**config.mk**
```make
export PLATFORM = sky130hd
export DESIGN_NAME = ti_share_wrapper
export DESIGN_NICKNAME = d
export VERILOG_FILES = /design/src/rtl/ti_share_wrapper.sv
export SDC_FILE = /design/constraint.sdc
export NUM_CORES = 2
export LEC_CHECK = 0
export ABC_CLOCK_PERIOD_IN_PS = 8400
export BUFFER_PORTS_ARGS = -buffer_cell sky130_fd_sc_hd__buf_4
export CORE_AREA = 2 2 455 457
export CTS_CLUSTER_SIZE = 40
export DETAILED_ROUTE_END_ITERATION = 7
export DIE_AREA = 0 0 457 459
export PLACE_DENSITY_LB_ADDON = 0.05
export SYNTH_ARGS = -nofsm -noshare
export SYNTH_HDL_FRONTEND = slang
export SYNTH_SLANG_ARGS = --single-unit
```
**constraint.sdc**
```tcl
create_clock -name CLK -period 8.4 [get_ports CLK]
set_input_delay 0 -clock CLK [delete_from_list [all_inputs] [get_ports CLK]]
set_output_delay 0 -clock CLK [all_outputs]
set_load 0.02 [all_outputs]
```
**src/rtl/ti_share_wrapper.sv**
```systemverilog
// Host-side wrapper for threshold-implementation Simon cores. It masks one {key, pt}
// block into NSHARE Boolean shares, runs the shared core, and XOR-recombines the result.
module ti_share_wrapper #(
    parameter int          BW      = 128,
    parameter int          KW      = 128,
    parameter int          NSHARE  = 2,
    parameter logic [31:0] SEED    = 32'h1357_9BDF,
    parameter int          TIMEOUT = 4096
) (
    input  logic                         CLK,
    input  logic                         RSTn,
    input  logic                         EN,
    input  logic                         Drdy,
    input  logic [BW+KW-1:0]             Din,
    output logic [BW-1:0]                Dout,
    output logic                         Dvld,
    output logic                         BSY,
    output logic                         Trig,
    output logic                         Err,
    output logic [NSHARE*(BW+KW)-1:0]    core_din,
    output logic                         core_drdy,
    input  logic [NSHARE*BW-1:0]         core_dout,
    input  logic                         core_dvld
);

    localparam int          SW       = BW + KW;
    localparam int          M        = (NSHARE - 1) * SW;
    localparam int          MASK_CYC = M / 32;
    localparam int          MCW      = $clog2(MASK_CYC + 1);
    localparam int          RCW      = $clog2(TIMEOUT + 1);
    localparam logic [31:0] POLY     = 32'h8020_0003;

    typedef enum logic [1:0] {IDLE, MASK, LAUNCH, RUN} state_t;

    state_t                  state;
    logic [MCW-1:0]          mask_cnt;
    logic [RCW-1:0]          run_cnt;
    logic [31:0]             lfsr;
    logic [SW-1:0]           data_reg;
    logic [M-1:0]            mask_sr;
    logic [NSHARE*SW-1:0]    shares;
    logic [BW-1:0]           recombined;
    logic                    accept;

    function automatic logic [31:0] lfsr_step(input logic [31:0] s);
        return (s >> 1) ^ (s[0] ? POLY : 32'h0);
    endfunction

    assign accept = (state == IDLE) && Drdy && EN;
    assign BSY    = (state != IDLE);

    // Share 0 absorbs the data; the random shares sit above it exactly as held in mask_sr.
    always_comb begin
        logic [SW-1:0] acc;
        acc = data_reg;
        for (int i = 1; i < NSHARE; i++) begin
            acc = acc ^ mask_sr[i*SW-1 -: SW];
        end
        shares = {mask_sr, acc};
    end

    always_comb begin
        recombined = '0;
        for (int i = 0; i < NSHARE; i++) begin
            recombined = recombined ^ core_dout[i*BW +: BW];
        end
    end

    // Captured block and mask shift register carry no reset; both are fully rewritten before use.
    always_ff @(posedge CLK) begin
        if (accept) begin
            data_reg <= Din;
        end
        if (state == MASK && EN) begin
            mask_sr <= (mask_sr << 32) | M'(lfsr);
        end
    end

    always_ff @(posedge CLK or negedge RSTn) begin
        if (!RSTn) begin
            state     <= IDLE;
            mask_cnt  <= '0;
            run_cnt   <= '0;
            lfsr      <= SEED;
            Dout      <= '0;
            Dvld      <= 1'b0;
            Trig      <= 1'b0;
            Err       <= 1'b0;
            core_din  <= '0;
            core_drdy <= 1'b0;
        end else begin
            Dvld      <= 1'b0;
            core_drdy <= 1'b0;
            case (state)
                IDLE: begin
                    if (accept) begin
                        Err      <= 1'b0;
                        mask_cnt <= MCW'(MASK_CYC - 1);
                        state    <= MASK;
                    end
                end
                MASK: begin
                    if (!EN) begin
                        state <= IDLE;
                    end else begin
                        lfsr <= lfsr_step(lfsr);
                        if (mask_cnt == '0) begin
                            state <= LAUNCH;
                        end else begin
                            mask_cnt <= mask_cnt - 1'b1;
                        end
                    end
                end
                LAUNCH: begin
                    if (!EN) begin
                        state <= IDLE;
                    end else begin
                        core_din  <= shares;
                        core_drdy <= 1'b1;
                        Trig      <= 1'b1;
                        run_cnt   <= '0;
                        state     <= RUN;
                    end
                end
                RUN: begin
                    // Abort outranks a result; a result outranks the timeout.
                    if (!EN) begin
                        Trig  <= 1'b0;
                        state <= IDLE;
                    end else if (core_dvld) begin
                        Dout  <= recombined;
                        Dvld  <= 1'b1;
                        Trig  <= 1'b0;
                        state <= IDLE;
                    end else if (run_cnt == RCW'(TIMEOUT - 1)) begin
                        Err   <= 1'b1;
                        Trig  <= 1'b0;
                        state <= IDLE;
                    end else begin
                        run_cnt <= run_cnt + 1'b1;
                    end
                end
                default: state <= IDLE;
            endcase
        end
    end

endmodule

```
==> After elaboration in Yosys (flattened, before gate mapping) <==
Cells that the tools add are included.
{ "totals": {"reg_bits": 1207, "output_inout_bits": 645} }
{ "op_classes": {"add_sub_neg": 2, "eq_ne": 14, "n_mux": 33, "bitwise_logic": 4, "reduce_logical": 17} }
{ "op_table": {"columns": ["op", "n"], "rows": [
  ["$or A256 B32 Y256", 1],
  ["$xor A256 B256 Y256", 1],
  ["$xor A128 B128 Y128", 1],
  ["$mux W13", 4],
  ["$mux W32", 1],
  ["$xor A31 B32 Y32", 1],
  ["$pmux W13 S2", 1],
  ["$ne A2 B2 Y1 const B", 8],
  ["$mux W2", 7],
  ["$add A13 B1 Y13 const B", 1],
  ["$eq A13 B12 Y1 const B", 1],
  ["$mux W1", 13],
  ["$mux W4", 3],
  ["$reduce_and A5 Y1", 2],
  ["$reduce_and A3 Y1", 3],
  ["$pmux W2 S4", 1],
  ["$pmux W4 S2", 1],
  ["$reduce_bool A2 Y1", 4],
  ["$eq A2 B2 Y1 const B", 2],
  ["$logic_not A4 Y1", 1],
  ["$ne A4 B4 Y1 const B", 1],
  ["$pmux W1 S2", 2],
  ["$reduce_and A2 Y1", 2],
  ["$reduce_and A4 Y1", 1],
  ["5 further kinds", 7]
]} }

==> Depth between registers and ports, before layout <==
{ "depth": {"ltp_word": 5, "ltp_mapped": 8, "depth_no_buf": 6} }

==> Worst setup path before layout <==
OpenSTA, ideal clock, no wires.
{ "synth_path": {"path_type": "reg2reg", "from": "register state[1]", "to": "register mask_sr[0], enable pin", "setup_time_ns": 0.720, "t_arrival_ns": 7.943, "t_required_ns": 7.680, "slack_ns": -0.263, "path_stages_with_launch": 6, "n_path_buf": 2, "synth_period_minus_slack_ns": 8.663, "cell_sequence": "dfrtp_1 > inv_1 > nand3_1 > inv_2 > buf_2 > buf_1"} }
{ "synth_between": {"elab_chain_len": 2} }
{ "synth_rtl": {"columns": ["element", "line", "text"], "rows": [
  ["from (decl)", "35", "state_t state;"],
  ["from (signal assigned)", "81", "state <= IDLE;"],
  ["from (signal assigned)", "99", "state <= MASK;"],
  ["from (signal assigned)", "104", "state <= IDLE;"],
  ["$eq A2 B1 Y1", "74", "if (state == MASK && EN) begin"],
  ["$logic_and A1 B1 Y1", "74", null],
  ["to (signal assigned)", "75", "mask_sr <= (mask_sr << 32) | M'(lfsr);"],
  ["to (decl)", "40", "logic [M-1:0] mask_sr;"]
]} }
No other way between the ends.
A chain may end at the register's enable or synchronous reset.

==> Final worst setup path <==
{ "layout_path": {"from": "register state[1]", "to": "register mask_sr[222], enable pin"} }
Same word-level chain as after synthesis.

==> metrics.yaml <==
status: "completed"
grt_pass1_vias: 33917
largest_reg_flops: 512
p_leak_nw: 30.77
clk_latency_ns: 0.81
crit_start: "state[1]"
cts_tree: "yes"
hpwl_um: 132800
clock_path_buffers: 3
r2r_slack_ns: 4.66
yosys_warnings: 0
antenna_found_initial: 43
crit_fanout: 90
die-area_mm2: 0.2098
syn_nets: 3997
synth-seq-cells: 1207
yosys_most_used_dff: "dfrtp_1"
clk_transition_reported_paths_ns: 0.06
period_share_pct: 44.55
synth_common_cells: "1251 x nand2_1, 675 x dfrtp_1, 512 x edfxtp_1"
cts_resized: 0
crit_family: "buffers and inverters"
cp-end-kind: "register"
yosysSeqAreaShare_pct: 74.19
synth_cells: 3478
maxSlewViolCount: 0
ir_drop_v: 0.0002081
cts.sinks: 1207
worst_pin_slew_ns: 1.255
routed_via_density: 3.947
synthesis.area_mm2: 0.04420
core_mm2: 0.2056
crit_path_top_delay_cell: "inv_8"
synthDistinctLibCells: 53
cts_made_buffers: 154
arrival_ns: 4.16
powerDensity_mw_per_mm2: 342.5
num_rows: 167
yosys.area.top_type: "dfrtp_1"
grt_usage_pct: 17.51
yosys.cell_count.top_type: "nand2_1"
first_iter_violations: 1627
cts_htree_levels: 4
synth.avg_cell_area_um2: 12.71
synth_edf_count: 512
start_util_pct: 21.50
place.gp.congestion: 0.7972
hold_class: "input pin to register"
r2r-start: "state[1]"
grt_pass1_wl_um: 261800
setup_tns_ns: 0
drive_gt1_share_pct: 25.34
netlist_top_cells_area: "dfrtp_1 38%, edfxtp_1 35%, nand2_1 11%"
setup_slack_ns: 4.658
crit_top_cell: "buf_4"
grt.overflow.total: 0
start_kind: "register"
first_pass_iters: 7
rsz0062_at_grt: "no"
timing.critical_path.cells: "inv_1, nand3_2, inv_8, buf_4, buf_4"
fmax_ghz: 0.2672
root_buffer: "clkbuf_16"
dpl_worst_slack_ns: 4.413
port_buffers: 1161
critPathMaxStageDelay_ns: 0.83
critical_path_required_ns: 8.82
drc_errors: 0
num_vias: 33229
die_h_um: 459
finalSetupViolations: 0
synth-async-reset-ratio_pct: 57.58
drv_cap: 0
ios: 1162
hold_violations: 0
final_core_util_pct: 34.08
ant_nets: 0
routedWlPerCell_um: 22.36
maxSlewHeadroom_pct: 16.30
syn_to_final_growth_pct: 58.54
nets: 6086
critical_path_class: "register to register"
netlist.area_leader.share_pct: 38.22
grt_start_max_net_pins: 190
finalClockSkew_ns: 0.03313
routed_wl_um: 188300
die_x_um: 457
min_period_ns: 3.742
worstHoldStart: "Din[99]"
crit_buf_inv: 4
-- power by group --
part	internal (mW)	leakage [nW]	switching, mW
logic	3.13	14.7	4.74
clock network	3.99	2.47	2.75
registers	8.14	13.6	1.25
-- through the flow --
stage | hold slack, ns | total power [mW] | cell area (um^2) | std cells
detailed placement | 0.04273 | 17.01 | 55940 | 7218
finish | 0.04816 | 24.00 | 70070 | 8419
global placement | 0.03931 | 16.95 | 55940 | 7218
floorplan | -0.2956 | 12.78 | 44200 | 3478
CTS | 0.001278 | 24.50 | 70030 | 8402
global route | 0.02342 | 25.39 | 70050 | 8413
-- kinds of logic after synthesis --
kind of cell | after synthesis | synth area share (%)
simple gates | 1304 | 11.43
flops | 1207 | 74.19
compound gates | 411 | 4.796
xor+xnor | 389 | 7.709
buf+inv | 161 | 1.727
mux | 4 | 0.09342
fa+ha+maj | 2 | 0.05661
-- worst paths after layout --
path | depth (start not counted) | to
max | 5 | mask_sr[222]
min in group asynchronous | 4 | core_din[504]
max reg2reg | 5 | mask_sr[222]
min reg2reg | 2 | lfsr[6]
min | 2 | data_reg[99]
max in group asynchronous | 5 | core_din[327]
-- per-layer routing --
layer | global-route usage (%) | up-vias | part of all wire, %
met5 | 0 | - | 0.096
met4 | 5.665 | 28 | 3.0
met3 | 5.472 | 273 | 7.0
met2 | 26.20 | 906 | 44
met1 | 23.96 | 16268 | 46
li1 | - | 15754 | -
-- timing repair --
action                                  4_1_cts  5_1_grt
buffers inserted                              0        0
hold endpoints to repair                    749        0
hold buffers                                897        0
endpoints found under the setup margin        0        0
-- cell usage in the layout, fill, tap and decap left out, types with 3 or more instances in the layout --
cell type,instances
nand2_1,1251
buf_4,1178
dlygate4sd3_1,896
dfrtp_1,675
edfxtp_1,512
xnor2_1,388
o21ai_0,260
clkbuf_16,157
o21ai_1,127
clkbuf_1,62
clkbuf_8,26
dfstp_2,20
diode_2,17
nor2_1,11
clkinv_2,11
bufinv_16,9
buf_12,9
nand3_1,8
inv_1,6
a21oi_1,6
clkinv_1,6
inv_6,5
or4_1,4
o211ai_1,4
inv_16,4
nand3_4,3
nand3b_1,3
o22a_1,3
mux2i_1,3
clkinvlp_4,3
-- area by class of cell --
type,instances,area [um^2]
Inverter,9,48.80
Antenna cell,17,42.54
Tap cell,2704,3383
Timing Repair Buffer,2085,18030
Sequential cell,1207,32790
Fill cell,20855,135500
Clock inverter,42,571.8
Clock buffer,245,4519
Multi-Input combinational cell,2110,10680
-- worst register-to-register path: stages (launching register included) --
cell and delay, ns:
dfrtp_1 0.47, inv_1 0.15, nand3_2 0.62, inv_8 0.84
buf_4 0.60, buf_4 0.66
(Power assumes the default switching activity.)
